[config.mk]
export PLATFORM = sky130hd
export DESIGN_NAME = pipe_ctrl_unit
export DESIGN_NICKNAME = d
export VERILOG_FILES = /design/src/rtl/pipe_ctrl_unit.sv
export SDC_FILE = /design/constraint.sdc
export NUM_CORES = 1
export LEC_CHECK = 0
export CAP_MARGIN = 0
export CORE_AREA = 3 3 93 95
export CTS_CLUSTER_DIAMETER = 50
export DETAILED_ROUTE_END_ITERATION = 8
export DIE_AREA = 0 0 96 98
export GPL_ROUTABILITY_DRIVEN = 1
export SLEW_MARGIN = 20
export SYNTH_ARGS = -nofsm -noshare
export SYNTH_HDL_FRONTEND = slang
export SYNTH_SLANG_ARGS = --single-unit
[constraint.sdc]
create_clock -name clk -period 7 [get_ports clk]
set_clock_uncertainty 0.05 [all_clocks]
set_input_delay 2.1 -clock clk [delete_from_list [all_inputs] [get_ports clk]]
set_output_delay 2.1 -clock clk [all_outputs]
set_load 0.05 [all_outputs]
[src/rtl/pipe_ctrl_unit.sv]
// Pipelined RV32I-subset control: ID decode, ID/EX, EX/MEM and MEM/WB bundles,
// hazard stalls, redirect flushes, forwarding selects and a memory freeze.
module pipe_ctrl_unit #(
    parameter int REG_AW   = 5,
    parameter int MEM_WAIT = 0,
    parameter int FWD_EN   = 1
) (
    input  logic              clk,
    input  logic              reset,
    input  logic              id_valid,
    input  logic [6:0]        opcode,
    input  logic [2:0]        func3,
    input  logic [6:0]        func7,
    input  logic [REG_AW-1:0] id_rs1,
    input  logic [REG_AW-1:0] id_rs2,
    input  logic [REG_AW-1:0] id_rd,
    input  logic              ex_redirect,
    output logic              stall_if_id,
    output logic              flush_if_id,
    output logic              illegal,
    output logic [3:0]        ex_aluop,
    output logic              ex_alusrc,
    output logic              ex_beq,
    output logic              ex_bge,
    output logic              ex_jal,
    output logic              ex_jalr,
    output logic [1:0]        fwd_a,
    output logic [1:0]        fwd_b,
    output logic              mem_read,
    output logic              mem_write,
    output logic              mem_busy,
    output logic              wb_regwrite,
    output logic [1:0]        wb_memtoreg,
    output logic [REG_AW-1:0] wb_rd
);

    localparam logic [3:0] ALU_ADD = 4'd0, ALU_SUB = 4'd1, ALU_AND = 4'd2;
    localparam logic [3:0] ALU_OR  = 4'd3, ALU_XOR = 4'd4, ALU_SLT = 4'd5;
    localparam logic [3:0] ALU_SLL = 4'd6, ALU_SRL = 4'd7, ALU_SRA = 4'd8;
    localparam logic [3:0] ALU_PB  = 4'd9;
    localparam logic [3:0] WAIT_CNT = 4'(MEM_WAIT);

    typedef struct packed {
        logic [3:0] aluop;
        logic       alusrc;
        logic       beq;
        logic       bge;
        logic       jal;
        logic       jalr;
        logic       rd_mem;
        logic       wr_mem;
        logic       regwrite;
        logic [1:0] memtoreg;
    } ctrl_t;

    function automatic logic [3:0] alu_map(input logic [2:0] f3, input logic alt);
        unique case (f3)
            3'b000:  return alt ? ALU_SUB : ALU_ADD;
            3'b001:  return ALU_SLL;
            3'b010:  return ALU_SLT;
            3'b011:  return ALU_SLT;
            3'b100:  return ALU_XOR;
            3'b101:  return alt ? ALU_SRA : ALU_SRL;
            3'b110:  return ALU_OR;
            default: return ALU_AND;
        endcase
    endfunction

    function automatic logic src_hit(
        input logic [REG_AW-1:0] rd,
        input logic u1, input logic [REG_AW-1:0] r1,
        input logic u2, input logic [REG_AW-1:0] r2
    );
        return (rd != '0) && ((u1 && rd == r1) || (u2 && rd == r2));
    endfunction

    function automatic logic [1:0] fwd_sel(
        input logic [REG_AW-1:0] rs, input logic used,
        input logic m_ok, input logic [REG_AW-1:0] m_rd,
        input logic w_ok, input logic [REG_AW-1:0] w_rd
    );
        if (!used || rs == '0) return 2'b00;
        if (m_ok && m_rd == rs) return 2'b10;
        if (w_ok && w_rd == rs) return 2'b01;
        return 2'b00;
    endfunction

    ctrl_t d_ctrl, id_ctrl, ex_ctrl_q;
    logic d_legal, d_use1, d_use2;
    logic ex_v_q, ex_use1_q, ex_use2_q;
    logic [REG_AW-1:0] ex_rd_q, ex_rs1_q, ex_rs2_q;
    logic mem_v_q, mem_rdm_q, mem_wrm_q, mem_wr_q;
    logic [1:0] mem_m2r_q;
    logic [REG_AW-1:0] mem_rd_q;
    logic wb_v_q, wb_wr_q;
    logic [1:0] wb_m2r_q;
    logic [REG_AW-1:0] wb_rd_q;
    logic [3:0] cnt_q, cnt_d;
    logic frozen, flush, haz, lu_haz, raw_haz, ex_v_d, id_u1, id_u2;
    logic unused_func7;

    assign unused_func7 = ^{func7[6], func7[4:0]};

    always_comb begin
        d_ctrl  = '0;
        d_legal = 1'b0;
        d_use1  = 1'b0;
        d_use2  = 1'b0;
        unique case (opcode)
            7'b0000011: begin
                d_legal = 1'b1; d_use1 = 1'b1;
                d_ctrl.alusrc = 1'b1; d_ctrl.rd_mem = 1'b1;
                d_ctrl.regwrite = 1'b1; d_ctrl.memtoreg = 2'b01;
            end
            7'b0100011: begin
                d_legal = 1'b1; d_use1 = 1'b1; d_use2 = 1'b1;
                d_ctrl.alusrc = 1'b1; d_ctrl.wr_mem = 1'b1;
            end
            7'b0010011: begin
                d_legal = 1'b1; d_use1 = 1'b1;
                d_ctrl.alusrc = 1'b1; d_ctrl.regwrite = 1'b1;
                d_ctrl.aluop = alu_map(func3, func3 == 3'b101 && func7[5]);
            end
            7'b0110011: begin
                d_legal = 1'b1; d_use1 = 1'b1; d_use2 = 1'b1;
                d_ctrl.regwrite = 1'b1;
                d_ctrl.aluop = alu_map(func3, func7[5]);
            end
            7'b1100011: begin
                d_legal = (func3 == 3'b000) || (func3 == 3'b101);
                d_use1 = d_legal; d_use2 = d_legal;
                d_ctrl.beq = (func3 == 3'b000);
                d_ctrl.bge = (func3 == 3'b101);
                d_ctrl.aluop = ALU_SUB;
            end
            7'b1101111: begin
                d_legal = 1'b1;
                d_ctrl.jal = 1'b1; d_ctrl.regwrite = 1'b1;
                d_ctrl.memtoreg = 2'b10;
            end
            7'b1100111: begin
                d_legal = 1'b1; d_use1 = 1'b1;
                d_ctrl.jalr = 1'b1; d_ctrl.alusrc = 1'b1;
                d_ctrl.regwrite = 1'b1; d_ctrl.memtoreg = 2'b10;
            end
            7'b0110111: begin
                d_legal = 1'b1;
                d_ctrl.alusrc = 1'b1; d_ctrl.regwrite = 1'b1;
                d_ctrl.aluop = ALU_PB;
            end
            default: d_legal = 1'b0;
        endcase
    end

    always_comb begin
        id_ctrl = d_ctrl;
        id_ctrl.regwrite = d_ctrl.regwrite && (id_rd != '0);
    end

    assign id_u1   = id_valid & d_use1;
    assign id_u2   = id_valid & d_use2;
    assign illegal = id_valid & ~d_legal;

    assign lu_haz = ex_v_q & ex_ctrl_q.rd_mem &
                    src_hit(ex_rd_q, id_u1, id_rs1, id_u2, id_rs2);
    assign raw_haz =
        (ex_v_q & ex_ctrl_q.regwrite &
         src_hit(ex_rd_q, id_u1, id_rs1, id_u2, id_rs2)) |
        (mem_v_q & mem_wr_q &
         src_hit(mem_rd_q, id_u1, id_rs1, id_u2, id_rs2)) |
        (wb_v_q & wb_wr_q &
         src_hit(wb_rd_q, id_u1, id_rs1, id_u2, id_rs2));
    assign haz = (FWD_EN != 0) ? lu_haz : raw_haz;

    // A frozen EX cannot redirect; it re-presents the redirect once MEM drains.
    assign frozen      = (cnt_q != 4'd0);
    assign flush       = ex_redirect & ~frozen;
    assign stall_if_id = frozen | (haz & ~flush);
    assign flush_if_id = flush;
    assign mem_busy    = frozen;
    assign ex_v_d      = id_valid & d_legal & ~haz & ~flush;

    always_comb begin
        cnt_d = 4'd0;
        if (frozen) cnt_d = cnt_q - 4'd1;
        else if (ex_v_q && (ex_ctrl_q.rd_mem || ex_ctrl_q.wr_mem)) cnt_d = WAIT_CNT;
    end

    always_ff @(posedge clk) begin
        if (reset) begin
            ex_v_q    <= 1'b0;
            ex_ctrl_q <= '0;
            ex_use1_q <= 1'b0;
            ex_use2_q <= 1'b0;
            ex_rd_q   <= '0;
            ex_rs1_q  <= '0;
            ex_rs2_q  <= '0;
            mem_v_q   <= 1'b0;
            mem_rdm_q <= 1'b0;
            mem_wrm_q <= 1'b0;
            mem_wr_q  <= 1'b0;
            mem_m2r_q <= 2'b00;
            mem_rd_q  <= '0;
            wb_v_q    <= 1'b0;
            wb_wr_q   <= 1'b0;
            wb_m2r_q  <= 2'b00;
            wb_rd_q   <= '0;
            cnt_q     <= 4'd0;
        end else begin
            cnt_q <= cnt_d;
            if (!frozen) begin
                ex_v_q    <= ex_v_d;
                ex_ctrl_q <= id_ctrl;
                ex_use1_q <= d_use1;
                ex_use2_q <= d_use2;
                ex_rd_q   <= id_rd;
                ex_rs1_q  <= id_rs1;
                ex_rs2_q  <= id_rs2;
                mem_v_q   <= ex_v_q;
                mem_rdm_q <= ex_ctrl_q.rd_mem;
                mem_wrm_q <= ex_ctrl_q.wr_mem;
                mem_wr_q  <= ex_ctrl_q.regwrite;
                mem_m2r_q <= ex_ctrl_q.memtoreg;
                mem_rd_q  <= ex_rd_q;
                wb_v_q    <= mem_v_q;
                wb_wr_q   <= mem_wr_q;
                wb_m2r_q  <= mem_m2r_q;
                wb_rd_q   <= mem_rd_q;
            end
        end
    end

    assign ex_aluop  = ex_v_q ? ex_ctrl_q.aluop : 4'd0;
    assign ex_alusrc = ex_v_q & ex_ctrl_q.alusrc;
    assign ex_beq    = ex_v_q & ex_ctrl_q.beq;
    assign ex_bge    = ex_v_q & ex_ctrl_q.bge;
    assign ex_jal    = ex_v_q & ex_ctrl_q.jal;
    assign ex_jalr   = ex_v_q & ex_ctrl_q.jalr;

    // Loads in EX/MEM have no data yet; they reach EX only via MEM/WB.
    assign fwd_a = (FWD_EN != 0) ?
        fwd_sel(ex_rs1_q, ex_v_q & ex_use1_q,
                mem_v_q & mem_wr_q & ~mem_rdm_q, mem_rd_q,
                wb_v_q & wb_wr_q, wb_rd_q) : 2'b00;
    assign fwd_b = (FWD_EN != 0) ?
        fwd_sel(ex_rs2_q, ex_v_q & ex_use2_q,
                mem_v_q & mem_wr_q & ~mem_rdm_q, mem_rd_q,
                wb_v_q & wb_wr_q, wb_rd_q) : 2'b00;

    assign mem_read    = mem_v_q & mem_rdm_q;
    assign mem_write   = mem_v_q & mem_wrm_q;
    assign wb_regwrite = wb_v_q & wb_wr_q;
    assign wb_memtoreg = wb_v_q ? wb_m2r_q : 2'b00;
    assign wb_rd       = wb_v_q ? wb_rd_q : '0;

endmodule

# Word level (Yosys, flattened, before mapping)
# Index checks and enable logic that the tools add are counted.
classes:
  n_addsub: 1
  eq_ne: 20
  n_mux: 45
  bitwise_logic: 28
  reduce_logical: 29
ops:
  columns: ["op", "n"]
  rows:
  - ["case mux 4 bit (6 select lines)", 2]
  - ["== test 5 bit", 6]
  - ["2-to-1 mux 2 bit", 14]
  - ["bitwise AND 1 bit", 22]
  - ["== test 7 x 6 -> 1 bit, second input constant", 3]
  - ["== test 7 bit, second input constant", 3]
  - ["2-to-1 mux 1 bit", 20]
  - ["case mux 4 bit (4 select lines)", 1]
  - ["2-to-1 mux 4 bit", 3]
  - ["logical NOT 5 bit", 2]
  - ["nonzero test 5 bit", 2]
  - ["OR reduction 5 bit", 2]
  - ["== test 3 bit, second input constant", 3]
  - ["logical AND 1 bit", 9]
  - ["OR reduction 2 bit", 4]
  - ["== test 7 x 2 -> 1 bit, second input constant", 1]
  - ["== test 7 x 5 -> 1 bit, second input constant", 1]
  - ["OR reduction 7 bit", 1]
  - ["== test 3 x 2 -> 1 bit, second input constant", 2]
  - ["case mux 1 bit (2 select lines)", 3]
  - ["OR reduction 6 bit", 1]
  - ["2-to-1 mux 5 bit", 1]
  - ["NOT 1 bit", 5]
  - ["logical OR 1 bit", 4]
  - ["other kinds (7)", 8]
word_totals:
  ff_bits: 56
  inputBits: 36
  out_inout_bits: 27
  wordCells: 150

# Logic depth before layout (Yosys ltp)
depth:
  depth_word: 11
  mapped_depth: 8
  mapped_depth_nobuf: 7

# Worst setup path after synthesis
# No wires, ideal clock.
synth_path:
  path_type: "input-to-output"
  startpoint: "in opcode[6]"
  endpoint: "out stall_if_id"
  t_arrival_ns: 3.871
  required_time_ns: 4.850
  path_slack_ns: 0.979
  path_stages: 6
  path_buffers: 1
  cell_sequence: "buf_6 > or3_1 > a21o_1 > or2_1 > o21a_1 > o31ai_2"
synth_via:
  elab_chain_len: 10
  word_cells_on_any_way: 19
  cone_classes: "eq/ne: 6; mux: 2; bitwise: 5; reduce/logical: 6"
synth_rtl:
  columns: ["element", "line_no", "text"]
  rows:
  - ["start, declared", "11", "input logic [6:0] opcode,"]
  - ["== test 7 x 6 -> 1 bit (tied with other cells)", "109", "unique case (opcode)"]
  - ["OR reduction 5 bit (no line) / OR reduction 2 bit (equally long branches)", null, null]
  - ["case mux 1 bit (2 select lines)", "109", null]
  - ["bitwise AND 1 bit, on equally long branches", "160, 161", null]
  - ["logical AND 1 bit", null, null]
  - ["logical OR 1 bit (*)", null, null]
  - ["logical AND 1 bit (*)", null, null]
  - ["bitwise AND 1 bit (*)", "164", "assign lu_haz = ex_v_q & ex_ctrl_q.rd_mem &"]
  - ["bitwise AND 1 bit (*)", "178", "assign stall_if_id = frozen | (haz & ~flush);"]
  - ["OR 1 bit (*)", "178", null]
  - ["end, declared", "18", "output logic stall_if_id,"]
# Mark *: on every way between the ends. The rest lies on a longest branch, timed or not.

# Worst setup path in the final report
layout_path:
  startpoint: "in opcode[4]"
  endpoint: "out illegal"
layout_via:
  elab_chain_len: 5
  word_cells_on_any_way: 12
  cone_classes: "eq/ne: 8; mux: 1; bitwise: 2; reduce/logical: 1"
layout_rtl:
  columns: ["element", "line_no", "text"]
  rows:
  - ["== test 7 x 6 -> 1 bit (tied with other cells)", "109", null]
  - ["OR reduction 7 bit (no line)", null, null]
  - ["case mux 1 bit (2 select lines) (*)", "109", null]
  - ["NOT 1 bit (*)", "162", "assign illegal = id_valid & ~d_legal;"]
  - ["bitwise AND 1 bit (*)", "162", null]
  - ["end, declared", "20", "output logic illegal,"]
# Marks and branches as above.

==> results.txt <==
combinational power share - 44.9%
post-route minimum period - 6568 ps
Final setup viols - 0
Setup crit end kind - primary output
worst rel slew slack - 33.03%
RSZ-0062 raised after global routing - false
register area share after synthesis - 39.22%
fin crit share - 93.82%
TritonRoute pass-1 iters - 4
Post-synth EDFFs - 0
ys async rst share - 0%
power per cell area - 335.7 nW/um^2
data required time of the critical path - 4850 ps
postcts setup bufs - 0
M3 GR Usage - 2.696%
proportion of layout cells with a drive suffix above 1 - 4.511%
Inserted Clock Buffers - 5
clock root buffer - clkbuf_8
CP startpoint kind - input pin
Storage cell area - 1081 um^2
Die W - 96 um
Yosys top cell area share - 39.22%
Syn-to-layout area delta - 25.47%
synthesized flop and latch total - 54
Skew-Pair Late Insertion Delay - 310 ps
total core area - 7807 um^2
Internal Power - 0.6425 mW
Clock transition at path regs - 100 ps
most used routing layer - met2
maximum clock frequency - 0.1523 GHz
number of cells after detailed placement - 493
gpl congestion - 0.8649
remaining global-route overflow - 0
placed wire-length estimate - 4.937 mm
Routed WL - 6.905 mm
worst hold slack - 396.0 ps
Die Span Y - 98 um
GR Util All Layers - 15.47%
Worst Hold Class - reg2reg
cell chain of the critical path - clkdlybuf4s50_1 > and2b_1 > nand3_2 > o32ai_1 > a21oi_1 > and2_1 > clkdlybuf4s50_1
fin util - 44.29%
sw frac - 44.66%
largest net degree at the start of global routing - 57
clock sink count - 54
largest cells by area after synthesis - dfxtp_1 (39%), nand2_1 (12%), a21oi_1 (8.5%)
post-route setup TNS - 0 ps
WL per Instance - 13.78 um
Switch Pwr - 0.5186 mW
Setup CP Type - in2out
CTS tree - yes
Top Ports - 63
Vias/cell - 4.996
Post-Synthesis Cells - 356
via total after detailed routing - 2503
CP peak stage delay - 800 ps
Synth Warn # - 0
multi-input logic area - 1553 um^2
CP max-delay cell - clkdlybuf4s50_1
Initial Utilization - 35.30%
Max-Cap Viols - 0
CP delay by family, top - buffers and inverters
synth unique cells - 43
Routed Antenna Nets - 0
Nets - 436
n_diodes - 0
most frequent CP cell - clkdlybuf4s50_1
Non-Filler Instances - 501
drt first-iter violations - 196
GR Layer Usage met1 - 21.82%
sum of buffers and inverters on the critical path - 2
cts repair resizes - 0
final hold vios - 0
VDD IR max - 397.2 uV
Post-CTS Hold Buffers - 0
Post-synth top flop - dfxtp_1
Buffers on Ports - 56
antenna violations before repair - 0
clock share of power - 15.8%
CTS Buffer Depth - 2
fin. max-slew vios - 0
Leak - 1.179 nW
Post-Syn Area per Cell - 7.743 um^2
CP arrival - 4420 ps
Slew @ Worst Pin - 1005 ps
status - complete, no violations
share of power burned in registers - 39.3%
Net Count, Synth - 394
leading area contributor after synthesis - dfxtp_1
Cell Area, Synth - 2756 um^2
met2 Use GR - 23.74%
Filler Cell Count - 814
Remaining DRCs - 0
vias in the first global route - 2442
Row Count - 32
htree depth - 2
first-pass GRT wire length - 11.72 mm
die outline area - 9408 um^2
crit-path max FO - 8
metal layers:
layer  up-vias  wire, um
met3         4       214
met5         -         0
met4         0        74
met2        49      3236
met1      1160      3380
li1       1290         -
synthesized netlist by cell type, types with 2 or more instances:
library cell   n
o211ai_1       4
a21oi_1       47
a21o_1         2
a211oi_1       3
inv_1          5
buf_6          2
or4_1          4
o21ai_0        2
or2_1          2
and2_1        22
nand2_1       87
buf_2          3
nor4_1         5
or3_1          2
nand3_1        4
nor3_1         9
ha_1           2
xor2_1        13
nand4_1        9
buf_1          5
a311oi_1       3
dfxtp_1       54
xnor2_1       19
clkbuf_1      13
nor2_1        17
power by group through the flow:
| stage | logic [mW] | clock network [mW] | registers, mW |
|---|---|---|---|
| floorplan | 0.401 | 0 | 0.438 |
| global placement | 0.518 | 0 | 0.461 |
| detailed placement | 0.526 | 0 | 0.464 |
| CTS | 0.527 | 0.192 | 0.456 |
| global route | 0.583 | 0.205 | 0.469 |
| finish | 0.521 | 0.184 | 0.456 |
worst reg2reg max path, delay by kind of cell, from the launching register on:
family	cells	cell delay, ps
AOI/OAI and AO/OA	2	480
adders and majority gates	1	180
buffers and inverters	4	990
and+or+nand+nor	1	140
DFF	1	330
state kept, by name (all words and copies together) (netlist names), 2 cells and up:
name / flops
ex_ctrl_q: 13
ex_rs2_q: 5
wb_m2r_q: 2
mem_rd_q: 5
ex_rd_q: 5
ex_rs1_q: 5
cnt_q: 4
mem_m2r_q: 2
wb_rd_q: 5
path summary, 6_finish.rpt:
path         cells after the start      start  slack, ps           end
max                              7  opcode[4]        430       illegal
min                              1   cnt_q[0]        400      cnt_q[0]
max reg2reg                      8   cnt_q[0]       4680  ex_ctrl_q[9]
min reg2reg                      1   cnt_q[0]        400      cnt_q[0]
cells by family (layout without fill, tap and decap cells):
logic type	after synthesis	after routing	synth area share (%)
AND/OR/NAND/NOR	169	169	29.69
AO/OA/AOI/OAI	71	71	15.52
flip-flops	54	54	39.22
XOR/XNOR	32	32	10.17
buffers and inverters	28	71	4.494
adder cells (fa/ha/maj)	2	2	0.9077
area by class of cell:
class / count / area share (%)
clock buffer: 5 / 1.990
sequential: 54 / 31.26
clock inverter: 3 / 0.8321
timing repair buffer: 58 / 16.79
multi-input combinational: 274 / 44.90
inverter: 5 / 0.5427
tap: 102 / 3.690
cell usage in the layout, fill, tap and decap left out, types with 4 or more instances in the layout:
cell             count
and2_1              21
clkdlybuf4s50_1     54
nand2_1             87
xor2_1              13
clkbuf_8             5
or4_1                4
xnor2_1             19
nand3_1              4
dfxtp_1             54
nor4_1               5
o211ai_1             4
a21oi_1             47
inv_1                5
nor3_1               9
nor2_1              17
nand4_1              9
through the flow:
step / power, mW / cell area [um^2] / worst slack (ps)
6_report: 1.161 / 3458 / 432.5
5_1_grt: 1.256 / 3458 / 337.4
4_1_cts: 1.176 / 3458 / 418.3
3_5_place_dp: 0.9897 / 3361 / 429.2
3_3_place_gp: 0.9790 / 3361 / 426.1
2_1_floorplan: 0.8395 / 2756 / 979.0
(Power assumes the default switching activity.)
